===== src/rtl/tick_sched.sv =====
// Shared prescaler timebase with NCH period-scheduled tick channels and a run/stop FSM.
// Define TICK_SCHED_FAST_SIM_EN to force an effective divide of 4 for simulation.
module tick_sched #(
    parameter  int PRESCALE_DIV = 100000,
    parameter  int PRESCALE_W   = 20,
    parameter  int NCH          = 4,
    parameter  int PER_W        = 16,
    localparam int CH_W         = (NCH > 1) ? $clog2(NCH) : 1
) (
    input  logic             i_clk,
    input  logic             i_reset,
    input  logic             i_run,
    input  logic [NCH-1:0]   i_ch_en,
    input  logic             i_cfg_we,
    input  logic [CH_W-1:0]  i_cfg_ch,
    input  logic [PER_W-1:0] i_cfg_period,
    output logic             o_cfg_ready,
    output logic             o_busy,
    output logic             o_base_tick,
    output logic [NCH-1:0]   o_ch_tick
);

`ifdef TICK_SCHED_FAST_SIM_EN
    localparam int EFF_DIV = 4;
`else
    localparam int EFF_DIV = PRESCALE_DIV;
`endif
    localparam logic [PRESCALE_W-1:0] DIV_M1 = PRESCALE_W'(EFF_DIV - 1);

    typedef enum logic [0:0] {
        ST_IDLE = 1'b0,
        ST_RUN  = 1'b1
    } state_t;

    state_t               r_state;
    state_t               w_state_nxt;
    logic [PRESCALE_W-1:0] r_presc;
    logic [PER_W-1:0]     r_period [NCH];
    logic [PER_W-1:0]     r_count  [NCH];
    logic                 r_busy;
    logic                 r_base_tick;
    logic [NCH-1:0]       r_ch_tick;
    logic                 w_at_top;
    logic                 w_wrap;
    logic                 w_accept;

    // The wrap cycle blocks config writes so a write never races a channel update.
    assign w_at_top    = (r_state == ST_RUN) && (r_presc == DIV_M1);
    assign w_wrap      = w_at_top && i_run;
    assign w_accept    = i_cfg_we && !w_at_top;
    assign o_cfg_ready = !w_at_top;

    // FSM state register
    always_ff @(posedge i_clk) begin
        if (i_reset) begin
            r_state <= ST_IDLE;
        end else begin
            r_state <= w_state_nxt;
        end
    end

    // FSM next-state logic
    always_comb begin
        w_state_nxt = r_state;
        case (r_state)
            ST_IDLE: begin
                if (i_run) w_state_nxt = ST_RUN;
                else       w_state_nxt = ST_IDLE;
            end
            ST_RUN: begin
                if (!i_run) w_state_nxt = ST_IDLE;
                else        w_state_nxt = ST_RUN;
            end
            default: w_state_nxt = ST_IDLE;
        endcase
    end

    // Prescaler: counts only while running, cleared when idle or leaving RUN
    always_ff @(posedge i_clk) begin
        if (i_reset) begin
            r_presc <= '0;
        end else if ((r_state == ST_RUN) && i_run) begin
            r_presc <= w_at_top ? '0 : r_presc + PRESCALE_W'(1);
        end else begin
            r_presc <= '0;
        end
    end

    // Per-channel period registers, counters and tick generation
    always_ff @(posedge i_clk) begin
        if (i_reset) begin
            for (int i = 0; i < NCH; i++) begin
                r_period[i] <= '0;
                r_count[i]  <= '0;
            end
            r_ch_tick <= '0;
        end else begin
            r_ch_tick <= '0;
            for (int i = 0; i < NCH; i++) begin
                if (w_accept && (i_cfg_ch == CH_W'(i))) begin
                    r_period[i] <= i_cfg_period;
                    r_count[i]  <= '0;
                end else if ((r_state != ST_RUN) || !i_run) begin
                    r_count[i] <= '0;
                end else if (w_wrap) begin
                    if (!i_ch_en[i] || (r_period[i] == '0)) begin
                        r_count[i] <= '0;
                    end else if (r_count[i] == r_period[i] - PER_W'(1)) begin
                        r_ch_tick[i] <= 1'b1;
                        r_count[i]   <= '0;
                    end else begin
                        r_count[i] <= r_count[i] + PER_W'(1);
                    end
                end
            end
        end
    end

    // Registered status outputs
    always_ff @(posedge i_clk) begin
        if (i_reset) begin
            r_base_tick <= 1'b0;
            r_busy      <= 1'b0;
        end else begin
            r_base_tick <= w_wrap;
            r_busy      <= (w_state_nxt == ST_RUN);
        end
    end

    assign o_base_tick = r_base_tick;
    assign o_busy      = r_busy;
    assign o_ch_tick   = r_ch_tick;

endmodule

===== config.mk =====
export PLATFORM = sky130hd
export DESIGN_NAME = tick_sched
export DESIGN_NICKNAME = d
export VERILOG_FILES = /design/src/rtl/tick_sched.sv
export SDC_FILE = /design/constraint.sdc
export NUM_CORES = 1
export LEC_CHECK = 0
export ABC_AREA = 1
export BUFFER_PORTS_ARGS = -buffer_cell sky130_fd_sc_hd__buf_4
export CORE_ASPECT_RATIO = 1.75
export CORE_MARGIN = 1.5
export CORE_UTILIZATION = 25
export DETAILED_ROUTE_END_ITERATION = 7
export PLACE_DENSITY = 0.35
export SETUP_SLACK_MARGIN = 0.02
export SKIP_CTS_REPAIR_TIMING = 1
export SYNTH_ARGS = -nofsm -noshare
export SYNTH_HDL_FRONTEND = slang
export SYNTH_SLANG_ARGS = --single-unit
export TNS_END_PERCENT = 1

===== constraint.sdc =====
create_clock -name i_clk -period 4.85 [get_ports i_clk]
set_clock_uncertainty 0.2 [all_clocks]
set_input_delay 0.2425 -clock i_clk [delete_from_list [all_inputs] [get_ports i_clk]]
set_output_delay 0.2425 -clock i_clk [all_outputs]
set_load 0.05 [all_outputs]

* Yosys cells after proc, flatten, opt, wreduce, memory -nomap -nowiden
Memories as Yosys holds them, arrays and structs flattened.
Index checks and enable logic that the tools add are counted.
** Storage, ports and cells
- Flip-flop bits (word level) :: 26
- Input port bits :: 26
- RAM bits :: 128
- Logic and storage cells :: 206
- Memories :: 2
** Memory list
- r_count :: words 4, width 16, rd ports 4, clocked after Yosys merged registers in 0, wr ports 4, RTL line 39 : logic [PER_W-1:0] r_count [NCH];
- r_period :: words 4, width 16, rd ports 4, clocked after Yosys merged registers in 0, wr ports 4, RTL line 38 : logic [PER_W-1:0] r_period [NCH];
** Operators by class
- Bitwise gates (word level) :: 26
- Equality and inequality tests :: 8
- Multiplexer cells :: 132
- Reductions and logical operators :: 25
- Add/sub/neg operators :: 9
** Operators by type and width (count)
- $mux 16 :: 24
- $mux 1 :: 108
- $add 16x1->16 const B :: 4
- $eq 16x16->1 :: 4
- $logic_not 16->1 :: 4
- $sub 16x1->16 const B :: 4
- $or 1x1->1 :: 24
- $add 20x1->20 const B :: 1
- $eq 20x17->1 const B :: 1
- $logic_and 1x1->1 :: 8
- $logic_not 1->1 :: 6
- $logic_or 1x1->1 :: 5
- $eq 2x2->1 const B :: 2
- $reduce_or 3->1 :: 1
- $eq 2x1->1 const B :: 1
- $logic_not 2->1 :: 1
- $not 1->1 :: 2

* Logic depth before layout (Yosys ltp)
- Depth after elaboration :: 13
- Mapped depth :: 16
- Gate-level depth less buffers :: 15

* Worst setup path before layout
Ideal clock, no wire load.
- Path kind :: reg-to-reg
- Start :: register o_busy (netlist name)
- End :: memory r_count[0][0], enable pin
- Period minus slack after synthesis :: 2.901 ns
- Path buffers :: 0
- Setup time :: 0.454 ns
- Slack :: 1.949 ns
- Data arrival time :: 2.247 ns
- Data required time :: 4.196 ns
- Cell stages (with the launch flop) :: 8
- Cell sequence :: dfxtp_1 -> nand2_1 -> nor2_1 -> nand3_4 -> nand4_1 -> nand2_1 -> inv_1 -> nand4_1
** RTL lines (RTL line)
- to (decl) :: 39

==> impl_metrics.py <==
metrics = {
    "outcome": {
        "status": "finished clean",
    },
    "layout": {
        "num-fill-cells": 4066,
        "mostFrequentLayoutCell": "nand2_1",
        "drive_gt1_frac": 0.118,
        "fin_area_um2": 11000,
        "diodes": 0,
        "area_delta_synth_final_pct": 14.6,
        "final_cell_mix": "259 x nand2_1, 226 x nor2_1, 176 x inv_1, 128 x edfxtp_1, 82 x nand3_1",
        "nets": 1282,
    },
    "synth": {
        "ys_seq_area_frac": 0.456,
        "yosysUniqueCellTypes": 39,
        "synth_edf_count": 128,
        "netlist_area_um2": 9580,
        "synth-seq-cells": 154,
        "synth_nets": 1237,
        "ys_warn_count": 0,
        "synth_ff_type": "edfxtp_1",
        "synth_top_area_share": 0.401,
        "netlist_top_cells_area": "edfxtp_1 40%, nand2_1 10%, nor2_1 8.9%, inv_1 6.9%, xor2_1 6.2%",
        "synth_cells": 1202,
        "yosysTopAreaCell": "edfxtp_1",
        "async_flop_share": 0,
        "syn_avg_cell_area_um2": 7.97,
    },
    "setup_path": {
        "worstPathArrival_ns": 2.99,
        "r2r_start": "r_presc[0]$_SDFF_PP0_",
        "crit_start": "r_presc[0]$_SDFF_PP0_",
        "cp.required_ns": 4.73,
        "path_class": "reg -> reg",
        "crit_path_max_fanout": 16,
        "cp-end-kind": "register",
        "worst_setup_path_start_kind": "register",
    },
    "timing": {
        "report.final.slew_viol_count": 0,
        "fin_hold_ws_ns": 0.00455,
        "timing.slew.headroom": 0.377,
        "tightest_slew_ns": 0.932,
        "period_share": 0.642,
        "finalSetupTns_ns": 0,
        "hold_violations": 0,
        "period_minus_slack_ns": 3.12,
        "max_freq_mhz": 321,
        "rsz0062_at_grt": "no",
        "setup_viol": 0,
    },
    "grt": {
        "antenna_found_initial": 2,
        "grt_overflow": 0,
        "globalRouteTotalUtil": 0.143,
        "grt_max_degree": 19,
        "grt_pass1_vias": 7427,
        "grt_pass1_wl_mm": 41.6,
    },
    "routing": {
        "drc": 0,
        "first_pass_iters": 4,
        "wl_mm": 26.6,
        "wl_per_cell_um": 15.3,
        "drtAntennaViolNets": 0,
        "via_per_inst": 4.23,
        "drtIter0Drc": 320,
        "via_count": 7367,
    },
    "floorplan": {
        "start_util": 0.255,
        "fp.dieW_um": 151,
        "core_um2": 37600,
        "ios": 33,
        "core.rowCount": 94,
        "die_y_um": 262,
        "die_area_um2": 39600,
    },
    "placed_design": {
        "dpl_cell_area_um2": 10300,
        "place.gp.congestion": 0.761,
        "hpwlAfterDp_mm": 21.0,
        "io_buffer_count": 32,
    },
    "worst_hold_path": {
        "hold_start": "i_cfg_period[13]",
        "hold_class": "in -> reg",
    },
    "power": {
        "p_leak_nw": 4.57,
        "finalPower_mw": 3.22,
        "cellPowerDensity_nw_per_um2": 293,
        "ir_worst_vdd_mv": 0.246,
    },
    "clock_tree": {
        "cts_tree": "done",
        "htree_num_levels": 4,
        "ctsRootBufferMaster": "clkbuf_16",
        "clk_pin_slew_worst_paths_ns": 0.07,
        "clock-sinks": 154,
        "clk_path_buf_depth": 2,
        "clock_latency_ns": 0.45,
        "cts_buffers": 17,
    },
    "job": {
        "cap_violations": 0,
    },
}
[power breakdown]
part	leakage, nW	internal [mW]	switching [mW]
combinational	2.61	0.102	0.191
sequential	1.68	1.47	0.0455
clock	0.292	0.816	0.599
total	4.57	2.38	0.835
[cell families (layout without fill, tap and decap cells)]
| logic type | count (synthesis) | count (layout) | share of synthesized area |
|---|---|---|---|
| compound gates | 39 | 39 | 0.0214 |
| xor+xnor | 107 | 107 | 0.0993 |
| fa+ha+maj | 9 | 9 | 0.0118 |
| buf+inv | 195 | 253 | 0.0811 |
| flops | 154 | 154 | 0.456 |
| simple gates | 698 | 698 | 0.331 |
[worst max-delay path, cell delays in order, from the launching register on]
cell and delay [ns]:
dfxtp_1 0.35, ha_1 0.17, nand2_1 0.06, inv_2 0.08
nand2_1 0.07, nor2_1 0.18, nand3_4 0.16, nand2_1 0.46
inv_1 0.29, nand2_1 0.70
[synth_stat cells, types with 2 or more instances]
library cell,count
dfxtp_1,26
nand3_1,82
nor2_4,6
inv_1,176
xor2_1,68
edfxtp_1,128
nand2_4,2
buf_2,5
o21ai_0,16
or2_2,5
inv_2,7
nor3_1,12
nor2_2,46
nand4_1,24
o21ai_1,2
xnor2_1,38
ha_1,9
a21oi_1,17
clkinv_1,2
and3_1,3
nor2_1,226
nor3_2,8
o21a_1,3
nand3_2,4
nand2_2,6
nand2_1,259
nand3b_1,8
buf_6,3
[through the flow]
| step | utilization | instances | setup WS (ns) |
|---|---|---|---|
| 2_1_floorplan | - | 1202 | 1.95 |
| 3_3_place_gp | 0.275 | 1705 | 1.68 |
| 3_5_place_dp | 0.275 | 1705 | 1.61 |
| 4_1_cts | 0.291 | 1737 | 1.61 |
| 5_1_grt | 0.292 | 1740 | 1.41 |
| 6_report | 0.292 | 1740 | 1.73 |
[routing by layer]
metal  track usage  up-vias  wire length, um  part of all wire
met1         0.147     3374            10200              0.38
met2         0.278       84            15000              0.56
met5             0        -               13           0.00049
li1              -     3878                -                 -
met3        0.0257       29              669             0.025
met4        0.0596        2              728             0.027
[sequential cells by signal, summed over array words and instances, names as in the netlist]
name         count
r_count         64
o_busy           1
r_presc         20
o_base_tick      1
r_period        64
o_ch_tick        4
[final timing paths]
check | to | slack [ns] | cells past startpoint
worst max-delay path | r_count[2][11]$_SDFFCE_PN0P_ | 1.73 | 9
worst min register to register | r_presc[0]$_SDFF_PP0_ | 0.25 | 1
worst max register to register | r_count[2][11]$_SDFFCE_PN0P_ | 1.73 | 9
worst min-delay path | r_period[1][13]$_SDFFCE_PN0P_ | 0.005 | 3
[final cells by class]
class	instances	area, um2	area share
inverter	185	694	0.0633
clock inverter	13	168	0.0153
sequential	154	4360	0.398
timing repair buffer	36	278	0.0253
multi-input combinational	853	4440	0.404
tap	480	601	0.0547
clock buffer	19	433	0.0394
Note: power is estimated with default switching activity, not from simulation.
